**src/rtl/rsp_idx_router_pkg.sv**
```systemverilog
// -----------------------------------------------------------------------------
// rsp_idx_router_pkg
// Shared helper for the response index router and its tracking FIFO.
// Contents:
//   safe_clog2(n) : ceil(log2(n)) clamped to a minimum of 1, so that a single
//                   destination or a single-entry FIFO still gets a 1-bit field.
// -----------------------------------------------------------------------------
package rsp_idx_router_pkg;

  function automatic int unsigned safe_clog2(input int unsigned n);
    return (n > 32'd1) ? $clog2(n) : 32'd1;
  endfunction

endpackage

```
**src/rtl/rsp_idx_fifo.sv**
```systemverilog
// -----------------------------------------------------------------------------
// rsp_idx_fifo
// In-order FIFO of destination indices for outstanding requests.
// Ports:
//   clk_i, rst_ni : clock (posedge) and asynchronous active-low reset
//   flush_i       : synchronous clear of pointers and count
//   push_i/data_i : enqueue request (ignored while full)
//   pop_i         : dequeue head (ignored while empty)
//   full_o        : registered, Depth entries outstanding
//   cnt_o         : registered occupancy
//   head_o        : index at the head, '0 when empty
// When StoreIdx is 0 only the occupancy counter exists and head_o is '0.
// -----------------------------------------------------------------------------
module rsp_idx_fifo
  import rsp_idx_router_pkg::*;
#(
  parameter int unsigned Depth    = 8,
  parameter int unsigned Width    = 1,
  parameter bit          StoreIdx = 1'b1,
  parameter int unsigned CntWidth = $clog2(Depth + 32'd1)
) (
  input  logic                clk_i,
  input  logic                rst_ni,
  input  logic                flush_i,
  input  logic                push_i,
  input  logic [Width-1:0]    data_i,
  input  logic                pop_i,
  output logic                full_o,
  output logic [CntWidth-1:0] cnt_o,
  output logic [Width-1:0]    head_o
);

  localparam int unsigned         PtrWidth = safe_clog2(Depth);
  localparam logic [PtrWidth-1:0] LastPtr  = PtrWidth'(Depth - 32'd1);
  localparam logic [CntWidth-1:0] MaxCnt   = CntWidth'(Depth);

  logic [CntWidth-1:0] cnt_q, cnt_d;
  logic                full_q, full_d;
  logic                push_s, pop_s;

  assign push_s = push_i && !full_q;
  assign pop_s  = pop_i && (cnt_q != '0);

  // Occupancy next state; flush overrides any same-cycle push or pop.
  always_comb begin
    cnt_d = cnt_q;
    if (flush_i) begin
      cnt_d = '0;
    end else begin
      case ({push_s, pop_s})
        2'b10:   cnt_d = cnt_q + CntWidth'(1);
        2'b01:   cnt_d = cnt_q - CntWidth'(1);
        default: cnt_d = cnt_q;
      endcase
    end
  end

  // full is precomputed from the next count so the output is a plain flop.
  assign full_d = (cnt_d == MaxCnt);

  // Occupancy and full registers.
  always_ff @(posedge clk_i or negedge rst_ni) begin
    if (!rst_ni) begin
      cnt_q  <= '0;
      full_q <= 1'b0;
    end else begin
      cnt_q  <= cnt_d;
      full_q <= full_d;
    end
  end

  assign cnt_o  = cnt_q;
  assign full_o = full_q;

  if (StoreIdx) begin : g_store
    logic [PtrWidth-1:0] wr_q, wr_d, rd_q, rd_d;
    logic [Width-1:0]    mem_q [Depth];

    // Pointer next state; wrap by explicit compare so Depth need not be 2^n.
    always_comb begin
      wr_d = wr_q;
      rd_d = rd_q;
      if (flush_i) begin
        wr_d = '0;
        rd_d = '0;
      end else begin
        if (push_s) begin
          wr_d = (wr_q == LastPtr) ? '0 : wr_q + PtrWidth'(1);
        end else begin
          wr_d = wr_q;
        end
        if (pop_s) begin
          rd_d = (rd_q == LastPtr) ? '0 : rd_q + PtrWidth'(1);
        end else begin
          rd_d = rd_q;
        end
      end
    end

    // Pointer registers.
    always_ff @(posedge clk_i or negedge rst_ni) begin
      if (!rst_ni) begin
        wr_q <= '0;
        rd_q <= '0;
      end else begin
        wr_q <= wr_d;
        rd_q <= rd_d;
      end
    end

    // Index storage; written only on an accepted, non-flushed push.
    always_ff @(posedge clk_i or negedge rst_ni) begin
      if (!rst_ni) begin
        for (int i = 0; i < int'(Depth); i++) begin
          mem_q[i] <= '0;
        end
      end else if (push_s && !flush_i) begin
        mem_q[wr_q] <= data_i;
      end
    end

    // Head comes from registers only: a push is visible one cycle later.
    assign head_o = (cnt_q != '0) ? mem_q[rd_q] : '0;
  end else begin : g_no_store
    assign head_o = '0;
  end

endmodule

```
**src/rtl/rsp_idx_router.sv**
```systemverilog
// -----------------------------------------------------------------------------
// rsp_idx_router
// Steers the single in-order response stream of a slave back to the arbiter
// input that issued the matching request.
// Ports:
//   clk_i, rst_ni            : clock (posedge), asynchronous active-low reset
//   flush_i                  : synchronous clear of tracking state and error flag
//   req_push_i, req_idx_i    : accepted request and its winning arbiter index
//   full_o                   : registered; gate the arbiter grant with ~full_o
//   rsp_valid_i/ready_o/data_i : response from the slave
//   rsp_valid_o/ready_i      : per-destination handshake (valid one-hot or zero)
//   rsp_data_o               : payload broadcast to every destination
//   rsp_idx_o                : head index, '0 when nothing is outstanding
//   cnt_o                    : registered outstanding count
//   spurious_o               : sticky, response seen with nothing outstanding
// -----------------------------------------------------------------------------
module rsp_idx_router
  import rsp_idx_router_pkg::*;
#(
  parameter int unsigned NumOut    = 64,
  parameter int unsigned DataWidth = 32,
  parameter type         DataType  = logic [DataWidth-1:0],
  parameter int unsigned MaxTxns   = 8,
  parameter int unsigned IdxWidth  = safe_clog2(NumOut),
  parameter type         idx_t     = logic [IdxWidth-1:0],
  parameter int unsigned CntWidth  = $clog2(MaxTxns + 32'd1)
) (
  input  logic                clk_i,
  input  logic                rst_ni,
  input  logic                flush_i,
  input  logic                req_push_i,
  input  idx_t                req_idx_i,
  output logic                full_o,
  input  logic                rsp_valid_i,
  output logic                rsp_ready_o,
  input  DataType             rsp_data_i,
  output logic [NumOut-1:0]   rsp_valid_o,
  input  logic [NumOut-1:0]   rsp_ready_i,
  output DataType             rsp_data_o,
  output idx_t                rsp_idx_o,
  output logic [CntWidth-1:0] cnt_o,
  output logic                spurious_o
);

  idx_t head_s;
  logic pop_s;
  logic empty_s;
  logic spurious_q, spurious_d;

  rsp_idx_fifo #(
    .Depth    (MaxTxns),
    .Width    (IdxWidth),
    .StoreIdx (NumOut > 32'd1),
    .CntWidth (CntWidth)
  ) u_fifo (
    .clk_i   (clk_i),
    .rst_ni  (rst_ni),
    .flush_i (flush_i),
    .push_i  (req_push_i),
    .data_i  (req_idx_i),
    .pop_i   (pop_s),
    .full_o  (full_o),
    .cnt_o   (cnt_o),
    .head_o  (head_s)
  );

  assign empty_s = (cnt_o == '0);

  // Head-index decode to one-hot valid and the matching ready mux.
  always_comb begin
    rsp_valid_o = '0;
    rsp_ready_o = 1'b0;
    if (!empty_s) begin
      for (int i = 0; i < int'(NumOut); i++) begin
        if (head_s == idx_t'(i)) begin
          rsp_valid_o[i] = rsp_valid_i;
          rsp_ready_o    = rsp_ready_i[i];
        end else begin
          rsp_valid_o[i] = 1'b0;
        end
      end
    end else begin
      rsp_valid_o = '0;
      rsp_ready_o = 1'b0;
    end
  end

  // rsp_ready_o is already zero when empty, so no extra guard is needed.
  assign pop_s = rsp_valid_i && rsp_ready_o;

  // Sticky error flag next state; flush wins over a same-cycle set.
  always_comb begin
    spurious_d = spurious_q;
    if (flush_i) begin
      spurious_d = 1'b0;
    end else if (rsp_valid_i && empty_s) begin
      spurious_d = 1'b1;
    end else begin
      spurious_d = spurious_q;
    end
  end

  // Sticky error flag register.
  always_ff @(posedge clk_i or negedge rst_ni) begin
    if (!rst_ni) begin
      spurious_q <= 1'b0;
    end else begin
      spurious_q <= spurious_d;
    end
  end

  assign spurious_o = spurious_q;
  assign rsp_idx_o  = head_s;
  assign rsp_data_o = rsp_data_i;

endmodule
```
**config.mk**
```make
export PLATFORM = sky130hd
export DESIGN_NAME = rsp_idx_router
export DESIGN_NICKNAME = d
export VERILOG_FILES = /design/src/rtl/rsp_idx_router_pkg.sv /design/src/rtl/rsp_idx_fifo.sv /design/src/rtl/rsp_idx_router.sv
export SDC_FILE = /design/constraint.sdc
export NUM_CORES = 1
export LEC_CHECK = 0
export CAP_MARGIN = 20
export CORE_MARGIN = 5
export CORE_UTILIZATION = 50
export CTS_CLUSTER_SIZE = 10
export DETAILED_ROUTE_END_ITERATION = 10
export DONT_BUFFER_PORTS = 1
export GPL_TIMING_DRIVEN = 0
export PLACE_DENSITY = 0.63
export SLEW_MARGIN = 20
export SYNTH_ARGS = -nofsm -noshare
export SYNTH_HDL_FRONTEND = slang
export SYNTH_SLANG_ARGS = --single-unit
```
**constraint.sdc**
```tcl
create_clock -name clk_i -period 5.65 [get_ports clk_i]
set_input_delay 1.4125 -clock clk_i [delete_from_list [all_inputs] [get_ports clk_i]]
set_output_delay 1.4125 -clock clk_i [all_outputs]
set_load 0.05 [all_outputs]
```
==> results of run 1 <==
[area by class of cell]
cell class / instances / area, um2
Antenna cell: 1 / 2.502
Buffer: 60 / 436.7
Clock buffer: 10 / 127.6
Clock inverter: 6 / 41.29
Fill cell: 926 / 4283
Inverter: 8 / 40.04
Multi-Input combinational cell: 424 / 3080
Sequential cell: 60 / 1506
Tap cell: 133 / 166.4
Timing Repair Buffer: 6 / 45.04
[worst max-delay path: stages, from the launching register on]
cell and delay [ns]:
dfrtp_1 0.40, buf_4 0.23, clkbuf_1 0.42, mux4_2 0.43, nand2b_1 0.19, o22ai_1 0.59, nand3_1 0.44, clkbuf_1 0.34
nor2_1 0.76
[cells in the final DEF (no fill, tap or decap), drive strengths merged, types with 4 or more instances in the layout]
cell and instances:
a2111oi 5, a211oi 4, a21oi 23, a31oi 5
a32oi 4, and3 7, buf 52, clkbuf 24
clkinv 4, clkinvlp 4, dfrtp 60, ha 6
inv 6, mux2 59, mux2i 17, mux4 8
nand2 49, nand2b 6, nand3 17, nand4 4
nor2 101, nor2b 5, nor3 11, o21ai 12
o221ai 4, o22ai 4, o311ai 5, or3 5
[per-layer routing]
metal	wire length, um	global-route usage, %
met3	1446	6.459
met1	6870	34.68
met4	534	11.40
met5	0	0
met2	8472	45.23
[Yosys cell counts (4+ instances only)]
master,count
nand2_1,47
nor2_1,101
a32oi_1,4
buf_2,4
nor3_1,10
nand2b_1,6
mux2i_1,17
ha_1,6
inv_1,5
o221ai_1,4
a31oi_1,5
o21ai_0,12
nand3_1,16
clkbuf_1,12
a2111oi_0,4
buf_4,34
o311ai_0,4
mux2_2,58
mux4_2,8
and3_1,7
dfrtp_1,60
buf_6,7
o22ai_1,4
a21oi_1,22
or3_1,5
nor2b_1,5
[worst min path at each step]
stage / from / endpoint / slack [ns]
2_1_floorplan: u_fifo.g_store.mem_q[0] / u_fifo.g_store.mem_q[0] / 0.47
3_3_place_gp: u_fifo.g_store.mem_q[12] / u_fifo.g_store.mem_q[12] / 0.48
3_5_place_dp: u_fifo.g_store.mem_q[21] / u_fifo.g_store.mem_q[21] / 0.49
4_1_cts: u_fifo.g_store.mem_q[42] / u_fifo.g_store.mem_q[42] / 0.51
5_1_grt: u_fifo.g_store.mem_q[42] / u_fifo.g_store.mem_q[42] / 0.51
6_report: u_fifo.g_store.mem_q[30] / u_fifo.g_store.mem_q[30] / 0.51
[power by group]
group          total [mW]  internal [mW]  switching [mW]
clock network       0.319          0.158           0.162
registers           0.666          0.534           0.132
logic                1.83          0.609            1.22
total                2.81           1.30            1.51
[registers in the layout, indices dropped and copies added, names as in the netlist]
name,cells
u_fifo.cnt_o,4
u_fifo.full_o,1
u_fifo.g_store.rd_q,3
spurious_o,1
u_fifo.g_store.wr_q,3
u_fifo.g_store.mem_q,48
[metrics by stage]
stage | total power, mW | TNS (ns) | instances
6_report | 2.812 | 0 | 708
5_1_grt | 2.985 | -0.8636 | 708
4_1_cts | 2.727 | 0 | 702
3_5_place_dp | 2.361 | -0.7939 | 685
3_3_place_gp | 2.338 | -0.7642 | 685
2_1_floorplan | 1.934 | 0 | 552
[kinds of logic after synthesis]
family	Yosys count	share of synthesized area, %
xor gates and xnor gates	5	0.8791
and+or+nand+nor	224	21.52
buffers and inverters	68	9.191
DFF	60	30.14
muxes	84	20.44
AOI/OAI and AO/OA	104	15.92
adders and majority gates	7	1.909
[timing repair]
action | 4_1_cts | 5_1_grt
endpoints found under the setup margin | 3 | 23
pin swaps | 1 | 0
buffers inserted | 1 | 5
resized for setup | 8 | 23
==> flow_metrics.tcl, run 1 <==
set metrics [dict create \
    status "completed" \
    slew_headroom_pct 27.80 \
    die_y_um 109.8 \
    synth_cell_type_count 79 \
    htreeDepth 3 \
    cts_hold_buf 0 \
    clk_pin_slew_ns 0.06 \
    setup.worst_path.end_class "output pin" \
    synth_edf_count 0 \
    grt_pass1_vias 4457 \
    die_area_um2 12060 \
    startpoint "u_fifo.g_store.rd_q[1]" \
    synth_warnings 0 \
    clk_latency_ns 0.33 \
    syn_inst 552 \
    nets 683 \
    via_per_inst 6.379 \
    clockBufferDepth 2 \
    maxCapViolCount 0 \
    port_buffers 0 \
    overflow 0 \
    path_class "reg2out" \
    drt-pass1-iter-count 5 \
    wl_per_cell_um 24.47 \
    yosysTopAreaCellShare_pct 30.14 \
    cts_tree "done" \
    arrival_ns 4.14 \
    yosys_register_bits 60 \
    reg2reg_depth 21 \
    syn-cell-area_um2 4982 \
    drt-initial-drc-count 295 \
    async_reset_ff_share_pct 100.0 \
    io_pins 216 \
    vias 4516 \
    ant_nets 0 \
    period_needed_ns 5.556 \
    clock_sinks 60 \
    p_leak_nw 2.199 \
    crit_end "rsp_valid_o[43]" \
    skew_ns 0.009702 \
    core_area_um2 9729 \
    grt_pass1_wl_um 25200 \
    wl_um 17320 \
    fp.dieW_um 109.8 \
    hp-class "reg2reg" \
    ys.flop_type "dfrtp_1" \
    grt_use_total_pct 27.53 \
    tightest_slew_ns 1.086 \
    fin_util_pct 55.98 \
    r2r_slack_ns 0.22 \
    cp_max_fo 10 \
    seq_area_frac_synth_pct 30.14 \
    synthToLayoutAreaGrowth_pct 9.317 \
    startpoint_type "flop" \
    drc 0 \
    hold_slack_ns 0.5061 \
    ys_top_cells_by_area "dfrtp_1 (30%), mux2_2 (13%), nor2_1 (7.6%)" \
    fmax_mhz 180.0 \
    finalWeightedCongestion 1.008 \
    grt_max_degree 61 \
    setup_ws_ns 0.09448 \
    r2r-start "u_fifo.g_store.rd_q[1]" \
    synth.avg_cell_area_um2 9.026 \
    required_ns 4.24 \
    worstReg2RegEnd "u_fifo.full_o" \
    drive_above_1_share_pct 29.27 \
    p_per_area_nw_per_um2 516.3 \
    vdd.ir_drop.worst_mv 0.2302 \
    dpl.hpwl_um 13780 \
    start_util_pct 51.21 \
    antenna_found_initial 1 \
    hold_viol 0 \
    slew_viol_final 0 \
    cts_root_buf "clkbuf_8" \
    cts_buffers 9 \
    setup_viol 0 \
    row_count 36 \
    whs_path_depth 1 \
    dp_slack_ns -0.5761 \
    synth_top_cell_by_area "dfrtp_1" \
    syn_nets 666 \
    placed_area_um2 5154 \
    finalInstanceArea_um2 5446 \
    rsz0062_at_grt "yes" \
    min_period_over_period_pct 98.33 \
]
No activity file was read; power rests on OpenSTA's default activity.
==> run 2, diff against run 1 <==
--- a/config.mk
+++ b/config.mk
@@ -13,6 +13,7 @@
 export DONT_BUFFER_PORTS = 1
 export GPL_TIMING_DRIVEN = 0
 export PLACE_DENSITY = 0.63
+export RECOVER_POWER = 50
 export SLEW_MARGIN = 20
 export SYNTH_ARGS = -nofsm -noshare
 export SYNTH_HDL_FRONTEND = slang
==> run 2 against run 1 <==
  * Clock-buffer cell count is the same
  * Clock skew is essentially flat
  * Register-to-register slack is essentially flat
  * Die area is the same
  * Critical path type unchanged
  * Largest power group unchanged
==> flow_metrics.tcl, run 2 (same netlist as run 1, synthesis figures left out) <==
set metrics [dict create \
    drc 0 \
    p_per_area_nw_per_um2 517.2 \
    fmax_mhz 179.4 \
    period_needed_ns 5.575 \
    port_buffers 0 \
    startpoint_type "flop" \
    hold_viol 0 \
    setup.worst_path.end_class "output pin" \
    finalWeightedCongestion 1.008 \
    finalInstanceArea_um2 5430 \
    vias 4519 \
    largest_reg_flops 48 \
    hp-class "reg2reg" \
    hold_slack_ns 0.5053 \
    row_count 36 \
    clock_sinks 60 \
    wl_um 17390 \
    tns_ns 0 \
    overflow 0 \
    hp-start "u_fifo.g_store.mem_q[12]" \
    core_area_um2 9729 \
    drt-pass1-iter-count 5 \
    min_period_over_period_pct 98.67 \
    clockBufferDepth 2 \
    wl_per_cell_um 24.56 \
    die_area_um2 12060 \
    largest-register "u_fifo.g_store.mem_q" \
    cts_buffers 9 \
    setup_viol 0 \
    grt_pass1_vias 4457 \
    clk_latency_ns 0.33 \
    nets 683 \
    tightest_slew_ns 1.087 \
    ant_nets 0 \
    arrival_ns 4.16 \
    drive_above_1_share_pct 28.92 \
    cts_tree "done" \
    skew_ns 0.009782 \
    clk_pin_slew_ns 0.06 \
    dpl.hpwl_um 13780 \
    cts_hold_buf 0 \
    worstHoldEndpoint "u_fifo.g_store.mem_q[12]" \
    maxCapViolCount 0 \
    cts_root_buf "clkbuf_8" \
    path_class "reg2out" \
    grt_use_total_pct 27.53 \
    whs_path_depth 1 \
    p_leak_nw 2.196 \
    worstReg2RegEnd "u_fifo.full_o" \
    antenna_found_initial 1 \
    drt-initial-drc-count 385 \
    final_common_cell "nor2_1" \
    io_pins 216 \
    reg2reg_depth 21 \
    vdd.ir_drop.worst_mv 0.2306 \
    rsz0062_at_grt "yes" \
    required_ns 4.24 \
    synthToLayoutAreaGrowth_pct 8.991 \
    grt_pass1_wl_um 25200 \
    fp.dieW_um 109.8 \
    r2r_slack_ns 0.22 \
    status "completed" \
    cp_max_fo 10 \
    via_per_inst 6.383 \
    slew_headroom_pct 27.78 \
    start_util_pct 51.21 \
    placed_area_um2 5154 \
    fin_util_pct 55.81 \
    htreeDepth 3 \
    die_y_um 109.8 \
    r2r-start "u_fifo.g_store.rd_q[1]" \
    grt_max_degree 61 \
    layout_common_cells "nor2_1 (99), mux2_2 (58), dfrtp_1 (57)" \
    slew_viol_final 0 \
]
-- run 2: cell types whose count changed in the layout (fill, tap and decap cells not counted) --
cell / previous run / this run
dfrtp_1: 56 / 57
dfrtp_2: 4 / 3
nor4_1: 1 / 2
nor4_4: 2 / 1
-- run 2: through the flow --
step	power, mW	instances	worst slack (ns)
3_5_place_dp	2.361	685	-0.5761
2_1_floorplan	1.934	552	0.7543
6_report	2.809	708	0.07489
5_1_grt	2.974	708	-0.1053
3_3_place_gp	2.338	685	-0.5014
4_1_cts	2.727	702	0.03030
-- run 2: final cells by class --
type                    instances  area (um2)
clock inverters                 6       41.29
clock buffers                  10       127.6
diodes                          1       2.502
multi-input cells             424        3065
inverters                       8       40.04
well taps                     133       166.4
fillers                       928        4299
plain buffers                  60       436.7
flip-flops and latches         60        1505
repair buffers                  6       45.04
-- run 2: repair_timing --
action / CTS / global route
gates resized for setup: 8 / 23
hold endpoints to repair: 0 / 0
setup buffers: 1 / 5
pin swaps: 1 / 0
endpoints found under the setup margin: 3 / 23
-- run 2: worst max-delay path by stage --
stage                           startpoint         endpoint
CTS                 u_fifo.g_store.rd_q[0]    u_fifo.full_o
finish              u_fifo.g_store.rd_q[1]  rsp_valid_o[47]
global route        u_fifo.g_store.rd_q[0]    u_fifo.full_o
global placement           u_fifo.cnt_o[0]    u_fifo.full_o
floorplan                  u_fifo.cnt_o[0]      rsp_ready_o
detailed placement         u_fifo.cnt_o[0]    u_fifo.full_o
-- run 2: layer usage --
layer,GRT usage (%),vias to the layer above,part of all wire [%]
li1,-,2030,-
met1,34.68,2229,39
met2,45.23,220,49
met3,6.459,40,8.6
met4,11.40,0,3.2
met5,0,-,0
-- run 2: worst max-delay path, stage by stage (launching register included) --
cell	delay, ns
dfrtp_1	0.40
buf_4	0.23
clkbuf_1	0.46
mux4_2	0.44
nand2b_1	0.19
o22ai_1	0.60
nand3_1	0.42
clkbuf_1	0.33
nor2_1	0.76
-- run 2: power by group --
group          leakage (nW)  internal [mW]  switching [mW]
logic                  1.33          0.603            1.23
registers             0.790          0.534           0.127
clock network        0.0783          0.158           0.162
total                  2.20           1.29            1.51
